--- config.mk ---
export PLATFORM = sky130hd
export DESIGN_NAME = seven_seg_scanner
export DESIGN_NICKNAME = d
export VERILOG_FILES = /design/src/rtl/seven_seg_scanner.sv
export SDC_FILE = /design/constraint.sdc
export NUM_CORES = 1
export LEC_CHECK = 0
export CORE_MARGIN = 8
export CORE_UTILIZATION = 55
export CTS_CLUSTER_SIZE = 16
export DETAILED_ROUTE_END_ITERATION = 12
export PLACE_DENSITY = 0.79
export SYNTH_ARGS = -nofsm -noshare
export SYNTH_HDL_FRONTEND = slang
export SYNTH_SLANG_ARGS = --single-unit
--- constraint.sdc ---
create_clock -name clk -period 2.66 [get_ports clk]
set_input_delay 0.532 -clock clk [delete_from_list [all_inputs] [get_ports clk]]
set_output_delay 0.532 -clock clk [all_outputs]
set_load 0.02 [all_outputs]
--- src/rtl/seven_seg_scanner.sv ---
// Time-multiplexed common-anode 7-segment driver with frame-aligned staging.
// Optional leading-zero blanking is enabled by defining SEVSEG_LZB_EN.
module seven_seg_scanner #(
  parameter int unsigned DIGITS      = 4,
  parameter int unsigned REFRESH_DIV = 50000
) (
  input  logic                  clk,
  input  logic                  reset,
  input  logic [4*DIGITS-1:0]   value,
  input  logic                  load,
  input  logic [DIGITS-1:0]     dp_in,
  input  logic [DIGITS-1:0]     blank_in,
  output logic [6:0]            LED,
  output logic [DIGITS-1:0]     an,
  output logic                  dp_n,
  output logic                  pending,
  output logic                  frame_tick
);

  localparam int unsigned IDX_W = (DIGITS > 1) ? $clog2(DIGITS) : 1;
  localparam int unsigned DIV_W = $clog2(REFRESH_DIV);
  localparam int unsigned VAL_W = 4 * DIGITS;
  localparam logic [DIV_W-1:0] DIV_LAST = DIV_W'(REFRESH_DIV - 1);
  localparam logic [IDX_W-1:0] IDX_LAST = IDX_W'(DIGITS - 1);

  logic [DIV_W-1:0]  div;
  logic [IDX_W-1:0]  idx;
  logic [VAL_W-1:0]  stage_value, active_value;
  logic [DIGITS-1:0] stage_dp, stage_blank;
  logic [DIGITS-1:0] active_dp, active_blank;

  logic              div_tc_c;
  logic              boundary_c;
  logic [DIGITS-1:0] lzb_mask_c;
  logic [DIGITS-1:0] sel_c;
  logic [3:0]        nib_c;
  logic              dp_bit_c;
  logic              blank_bit_c;
  logic [6:0]        led_c;

  function automatic logic [6:0] glyph(input logic [3:0] nib);
    logic [6:0] seg;
    case (nib)
      4'h0: seg = 7'b0000001;
      4'h1: seg = 7'b1001111;
      4'h2: seg = 7'b0010010;
      4'h3: seg = 7'b0000110;
      4'h4: seg = 7'b1001100;
      4'h5: seg = 7'b0100100;
      4'h6: seg = 7'b0100000;
      4'h7: seg = 7'b0001111;
      4'h8: seg = 7'b0000000;
      4'h9: seg = 7'b0000100;
      4'hA: seg = 7'b0001000;
      4'hB: seg = 7'b1100000;
      4'hC: seg = 7'b0110001;
      4'hD: seg = 7'b1000010;
      4'hE: seg = 7'b0110000;
      default: seg = 7'b0111000;
    endcase
    return seg;
  endfunction

  // Scan timing: terminal count of the divider and end-of-frame detection.
  always_comb begin
    div_tc_c   = (div == DIV_LAST);
    boundary_c = div_tc_c && (idx == IDX_LAST);
  end

  // Leading-zero mask derived from the staged word so it is ready at commit.
`ifdef SEVSEG_LZB_EN
  logic zero_run_c;
  always_comb begin
    lzb_mask_c = '0;
    zero_run_c = 1'b1;
    for (int k = int'(DIGITS) - 1; k >= 1; k--) begin
      zero_run_c    = zero_run_c && (stage_value[4*k +: 4] == 4'h0);
      lzb_mask_c[k] = zero_run_c;
    end
  end
`else
  always_comb begin
    lzb_mask_c = '0;
  end
`endif

  // Per-digit decode of the active registers for the current scan index.
  always_comb begin
    sel_c       = DIGITS'(1) << idx;
    nib_c       = 4'(active_value >> {idx, 2'b00});
    dp_bit_c    = |(active_dp & sel_c);
    blank_bit_c = |(active_blank & sel_c);
    led_c       = blank_bit_c ? 7'b1111111 : glyph(nib_c);
  end

  always_ff @(posedge clk) begin
    if (!reset) begin
      div          <= '0;
      idx          <= '0;
      stage_value  <= '0;
      stage_dp     <= '0;
      stage_blank  <= '0;
      active_value <= '0;
      active_dp    <= '0;
      active_blank <= '0;
      pending      <= 1'b0;
      frame_tick   <= 1'b0;
      LED          <= 7'b1111111;
      an           <= '1;
      dp_n         <= 1'b1;
    end else begin
      div <= div_tc_c ? '0 : div + DIV_W'(1);
      if (div_tc_c) begin
        idx <= (idx == IDX_LAST) ? '0 : idx + IDX_W'(1);
      end

      // Commit reads the stage before any coincident load overwrites it.
      if (boundary_c && pending) begin
        active_value <= stage_value;
        active_dp    <= stage_dp;
        active_blank <= stage_blank | lzb_mask_c;
      end

      if (load) begin
        stage_value <= value;
        stage_dp    <= dp_in;
        stage_blank <= blank_in;
        pending     <= 1'b1;
      end else if (boundary_c) begin
        pending <= 1'b0;
      end

      frame_tick <= boundary_c;
      LED        <= led_c;
      an         <= ~sel_c;
      dp_n       <= ~dp_bit_c;
    end
  end

endmodule

==> results of run 1 <==
tightest hold or removal path, cell delays in order (launching register included):
cell	delay (ns)
dfxtp_1	0.31
nand3_1	0.07
a21boi_1	0.05
sequential cells by signal, summed over array words and instances (netlist names), 2 cells and up:
register,count
LED,7
active_blank,4
active_dp,4
active_value,16
an,4
div,16
idx,2
stage_blank,4
stage_dp,4
stage_value,16
Yosys cell counts, types with 3 or more instances:
master    number  area share
a21boi_0      24       0.052
a21boi_1       3      0.0066
a21oi_1        4      0.0058
and3_1         4      0.0073
and4_1         4       0.010
buf_2          5      0.0073
clkbuf_1      17       0.019
dfxtp_1       80        0.47
ha_1          11       0.040
inv_1          6      0.0066
mux2i_1       26       0.076
nand2_1       14       0.015
nand3_1       31       0.045
nand4_1        5      0.0091
nor2_1        15       0.016
nor2b_1       24       0.044
o21ai_0       28       0.041
o221ai_1       4       0.010
or3_1          3      0.0055
xor2_1        10       0.026
cells by family (layout without fill, tap and decap cells):
kind of cell               count (synthesis)  count (layout)  share of synthesized area
buffers and inverters                     33              68                     0.0448
and+or+nand+nor                          110             110                      0.178
xor gates and xnor gates                  12              12                     0.0306
AOI/OAI and AO/OA                         72              72                      0.136
muxes                                     30              30                      0.104
DFF                                       80              80                      0.467
adders and majority gates                 11              11                     0.0401
per-stage QoR:
stage	std cells	power [mW]	area, um2
after floorplan	348	1.35	3430
after global placement	443	1.41	3850
after detailed placement	443	1.42	3850
after CTS	458	2.55	4100
after global routing	458	2.61	4100
final	458	2.53	4100
worst paths after layout:
check | endpoint | slack (ns) | cells after the start | startpoint
max | LED[1] | 0.45 | 5 | idx[0]
min | active_value[8] | 0.47 | 2 | stage_value[8]
max reg2reg | LED[1] | 0.45 | 5 | idx[0]
min reg2reg | active_value[8] | 0.47 | 2 | stage_value[8]
area by class of cell:
cell class / count / area [um2]
fillers: 474 / 1890
multi-input cells: 235 / 1680
clock buffers: 9 / 124
well taps: 75 / 93.8
repair buffers: 47 / 453
inverters: 6 / 22.5
flip-flops and latches: 80 / 1600
clock inverters: 6 / 133
report_power, final:
| part | leakage (nW) | internal, mW | switching [mW] | total (mW) |
|---|---|---|---|---|
| clock | 0.125 | 0.711 | 0.432 | 1.14 |
| combinational | 0.737 | 0.0858 | 0.0568 | 0.143 |
| sequential | 0.653 | 1.23 | 0.0177 | 1.25 |
layer usage:
layer  part of all wire  GRT usage
met1               0.46      0.189
met2               0.47      0.272
met3              0.046     0.0341
met4              0.020     0.0884
met5                  0          0
==> results.py, run 1 <==
metrics = {
    "floorplanning": {
        "core_area_um2": 5990,
        "die-area_um2": 9020,
        "io_pins": 41,
        "dieWidth_um": 95.0,
        "die_h_um": 95.0,
        "placementRows": 28,
        "initial_core_util": 0.573,
    },
    "clocking": {
        "cts.clk_slew.worst_paths_ns": 0.08,
        "holdBufCountCts": 0,
        "cts_resized": 0,
        "clock-sinks": 80,
        "cts_max_path_buffers": 2,
        "cts_setup_buffers": 0,
        "clockRootBuffer": "clkbuf_8",
        "cts_buffers": 9,
        "cts_tree": "done",
        "clk_latency_ns": 0.36,
        "h-tree-depth": 3,
    },
    "synthesis": {
        "ys.flop_type": "dfxtp_1",
        "syn-cell-area_um2": 3430,
        "synth_edf_count": 0,
        "synth-seq-cells": 80,
        "ys_types": 41,
        "synth_fp_nets": 386,
        "syn_area_per_cell_um2": 9.86,
        "yosysSeqAreaShare": 0.467,
        "syn_inst": 348,
        "synthArstFlopShare": 0,
        "ys_warn_count": 0,
    },
    "placed_design": {
        "pre_cts_slack_ns": 0.467,
        "numPortBuffers": 40,
        "gp_congestion": 0.860,
        "dp_hpwl_um": 4890,
    },
    "global_route": {
        "grt_pass1_wl_um": 11500,
        "grt_max_degree": 31,
        "track_usage": 0.162,
        "grt_remaining_overflow": 0,
        "grt_pass1_vias": 2516,
        "antenna_found_initial": 0,
    },
    "setup_path": {
        "cp_cell_sequence": "mux4_1 > ha_1 > and2b_2 > a21oi_1 > o221ai_1",
        "critPathTopFamily": "multiplexers",
        "crit_path_start_kind": "flop",
        "crit_slowest_cell": "mux4_1",
        "cp-end-kind": "flop",
        "cp_max_fo": 9,
        "required_ns": 2.87,
        "crit_type": "reg -> reg",
        "crit_buf_inv": 0,
        "max_stage_delay_ns": 0.75,
        "cp_data_arrival_time_ns": 2.42,
    },
    "timing": {
        "period_minus_slack_ns": 2.21,
        "worstMarginPinSlew_ns": 0.634,
        "drv_slew": 0,
        "max_slew_margin": 0.576,
        "skew_ns": 0.0114,
        "final-setup-viol-count": 0,
        "finalHoldViolCount": 0,
        "post-route-period-util": 0.830,
        "setup_tns_ns": 0,
        "fmax_ghz": 0.453,
        "grt_setup_unrepaired": "false",
        "setup_ws_ns": 0.453,
        "hold_ws_ns": 0.469,
    },
    "power_and_ir_drop": {
        "ir_drop_mv": 0.323,
        "power.density_nw_per_um2": 617,
        "power.leakage_nw": 1.51,
    },
    "run": {
        "drv_cap": 0,
    },
    "drt": {
        "firstDrtPassIters": 4,
        "drtIter0Drc": 120,
        "vias_per_cell": 5.63,
        "routed_wl_um": 6900,
        "vias": 2579,
        "post_drt_wl_per_cell_um": 15.1,
        "drc": 0,
        "final_antenna_net_count": 0,
    },
    "status": {
        "outcome": "finished, final reports clean",
    },
    "finish": {
        "drive_gt1_frac": 0.0731,
        "post-route-util": 0.685,
        "layout.nets": 417,
        "layout_common_cells": "dfxtp_1 (80), clkdlybuf4s50_1 (40), nand3_1 (31)",
        "final_common_cell": "dfxtp_1",
        "area_growth_pct": 19.6,
        "antenna_cells": 0,
    },
    "worst_hold_path": {
        "hp-class": "reg -> reg",
    },
}
(Power assumes the default switching activity.)
==> inputs of run 2 (changes only) <==
--- a/config.mk
+++ b/config.mk
@@ -6,10 +6,10 @@
 export NUM_CORES = 1
 export LEC_CHECK = 0
 export CORE_MARGIN = 8
-export CORE_UTILIZATION = 55
+export CORE_UTILIZATION = 50
 export CTS_CLUSTER_SIZE = 16
 export DETAILED_ROUTE_END_ITERATION = 12
-export PLACE_DENSITY = 0.79
+export PLACE_DENSITY = 0.76
 export SYNTH_ARGS = -nofsm -noshare
 export SYNTH_HDL_FRONTEND = slang
 export SYNTH_SLANG_ARGS = --single-unit
==> constraint.sdc (replaced) <==
create_clock -name clk -period 1.8 [get_ports clk]
set_input_delay 0.36 -clock clk [delete_from_list [all_inputs] [get_ports clk]]
set_output_delay 0.36 -clock clk [all_outputs]
set_load 0.02 [all_outputs]
==> run 2 against run 1 <==
Global-route usage fell by 0.77 points. Combinational power rose by 55%. Setup slack got worse by 0.45 ns. Sequential power rose by 47%. Clock skew rose by 0.0021 ns. Core utilization fell by 4.3 points. Cell count rose by 5.5%. Hold slack improved by 0.0029 ns. Via count rose by 1.6%. Non-clock buffer count rose by 19. Register-to-register slack got worse by 0.45 ns. Wire length rose by 4.2%. Critical path type unchanged. Largest power group unchanged.
==> results.py, run 2 (synthesis gave the netlist of run 1 again) <==
metrics = {
    "status": {
        "outcome": "finished, final reports clean",
    },
    "power_and_ir_drop": {
        "power.density_nw_per_um2": 825,
        "ir_drop_mv": 0.576,
        "power.leakage_nw": 1.61,
    },
    "finish": {
        "final_common_cell": "dfxtp_1",
        "final_cell_area_um2": 4310,
        "reg.largest.list": "active_value (16), div (16), stage_value (16)",
        "fill_cells": 537,
        "layout_common_cells": "dfxtp_1 (78), clkdlybuf4s50_1 (40), nand3_1 (31)",
        "layout.nets": 436,
        "area_growth_pct": 25.7,
        "post-route-util": 0.642,
        "antenna_cells": 0,
        "drive_gt1_frac": 0.149,
    },
    "floorplanning": {
        "dieWidth_um": 98.9,
        "die_h_um": 98.9,
        "placementRows": 30,
        "core_area_um2": 6720,
        "io_pins": 41,
        "die-area_um2": 9770,
        "initial_core_util": 0.511,
    },
    "placed_design": {
        "dp_hpwl_um": 5000,
        "dpl-instance-area_um2": 4010,
        "numPortBuffers": 40,
        "gp_congestion": 0.791,
    },
    "timing": {
        "drv_slew": 0,
        "fmax_ghz": 0.558,
        "setup_tns_ns": 0,
        "max_slew_margin": 0.803,
        "hold_ws_ns": 0.472,
        "skew_ns": 0.0135,
        "worstMarginPinSlew_ns": 0.291,
        "post-route-period-util": 0.996,
        "final-setup-viol-count": 0,
        "grt_setup_unrepaired": "true",
        "finalHoldViolCount": 0,
        "period_minus_slack_ns": 1.79,
    },
    "worst_hold_path": {
        "hold_start": "stage_value[6]",
        "worstHoldEndpoint": "active_value[6]",
        "hold-path-cell-count": 2,
        "hp-class": "reg -> reg",
    },
    "clocking": {
        "clk_latency_ns": 0.37,
        "cts.clk_slew.worst_paths_ns": 0.09,
        "clock-sinks": 80,
        "cts_buffers": 9,
        "clockRootBuffer": "clkbuf_8",
        "holdBufCountCts": 0,
        "h-tree-depth": 3,
        "cts_max_path_buffers": 2,
        "cts_tree": "done",
    },
    "global_route": {
        "grt_max_degree": 34,
        "grt_remaining_overflow": 0,
        "grt_pass1_vias": 2583,
        "antenna_found_initial": 0,
        "track_usage": 0.154,
        "grt_pass1_wl_um": 12300,
    },
    "drt": {
        "drtIter0Drc": 148,
        "vias_per_cell": 5.42,
        "firstDrtPassIters": 4,
        "routed_wl_um": 7190,
        "vias": 2620,
        "final_antenna_net_count": 0,
        "drc": 0,
        "post_drt_wl_per_cell_um": 14.9,
    },
    "setup_path": {
        "required_ns": 2.03,
        "cp_max_fo": 4,
        "r2r_start": "idx[0]",
        "cp_data_arrival_time_ns": 2.02,
        "crit_type": "reg -> reg",
        "r2r_slack_ns": 0.007,
        "cp-end-kind": "flop",
        "crit_path_start_kind": "flop",
        "worstReg2RegEnd": "LED[0]",
        "r2r_cells": 5,
    },
    "run": {
        "drv_cap": 0,
    },
}
[run 2: cell types whose count changed in the layout (fill, tap and decap cells not counted), sizes merged]
cell    before  now
buf          7   26
bufinv       4    2
clkbuf       9   10
inv          6    8
[run 2: routing by layer]
layer / vias up / share of wire / track usage
met5: - / 0 / 0
met4: 0 / 0.019 / 0.0767
met3: 8 / 0.044 / 0.0458
met2: 46 / 0.46 / 0.232
met1: 1244 / 0.47 / 0.195
li1: 1322 / - / -
[run 2: per-stage QoR]
step | total power [mW] | std cells | setup slack [ns]
2_1_floorplan | 1.99 | 348 | -0.00570
3_3_place_gp | 2.10 | 462 | 0.0453
3_5_place_dp | 2.11 | 462 | -0.0423
4_1_cts | 3.59 | 478 | 0.0227
5_1_grt | 3.69 | 483 | -0.0480
6_report | 3.56 | 483 | 0.00733
[run 2: how the worst max path moves through the flow]
stage                 start         endpoint  cells past startpoint
floorplan            idx[0]           LED[3]                      6
global placement     idx[0]           LED[3]                      5
detailed placement   idx[0]           LED[0]                      5
CTS                 div[14]  active_value[3]                      5
global route         idx[0]           LED[0]                      5
finish               idx[0]           LED[0]                      5
[run 2: layout make-up]
cell class,count,area (um2),share of cell area
clock buffers,10,138,0.0319
clock inverters,6,90.1,0.0209
inverters,6,22.5,0.00522
multi-input cells,235,1710,0.396
flip-flops and latches,80,1610,0.372
well taps,80,100,0.0232
repair buffers,66,649,0.151
[run 2: critical path, stage by stage, from the launching register on]
cell      delay (ns)
dfxtp_4         0.38
mux4_2          0.57
ha_2            0.24
and2b_2         0.21
a21oi_2         0.12
o221ai_1        0.13
[run 2: timing repair]
action	in CTS	in global routing
buffers inserted	0	4
setup endpoints to repair	7	30
resized for setup	4	11
gates cloned	0	1
pin swaps	0	1
[run 2: report_power, final]
group / internal [mW] / switching [mW]
registers: 1.81 / 0.0249
clock network: 0.825 / 0.670
logic: 0.135 / 0.0864
total: 2.78 / 0.781
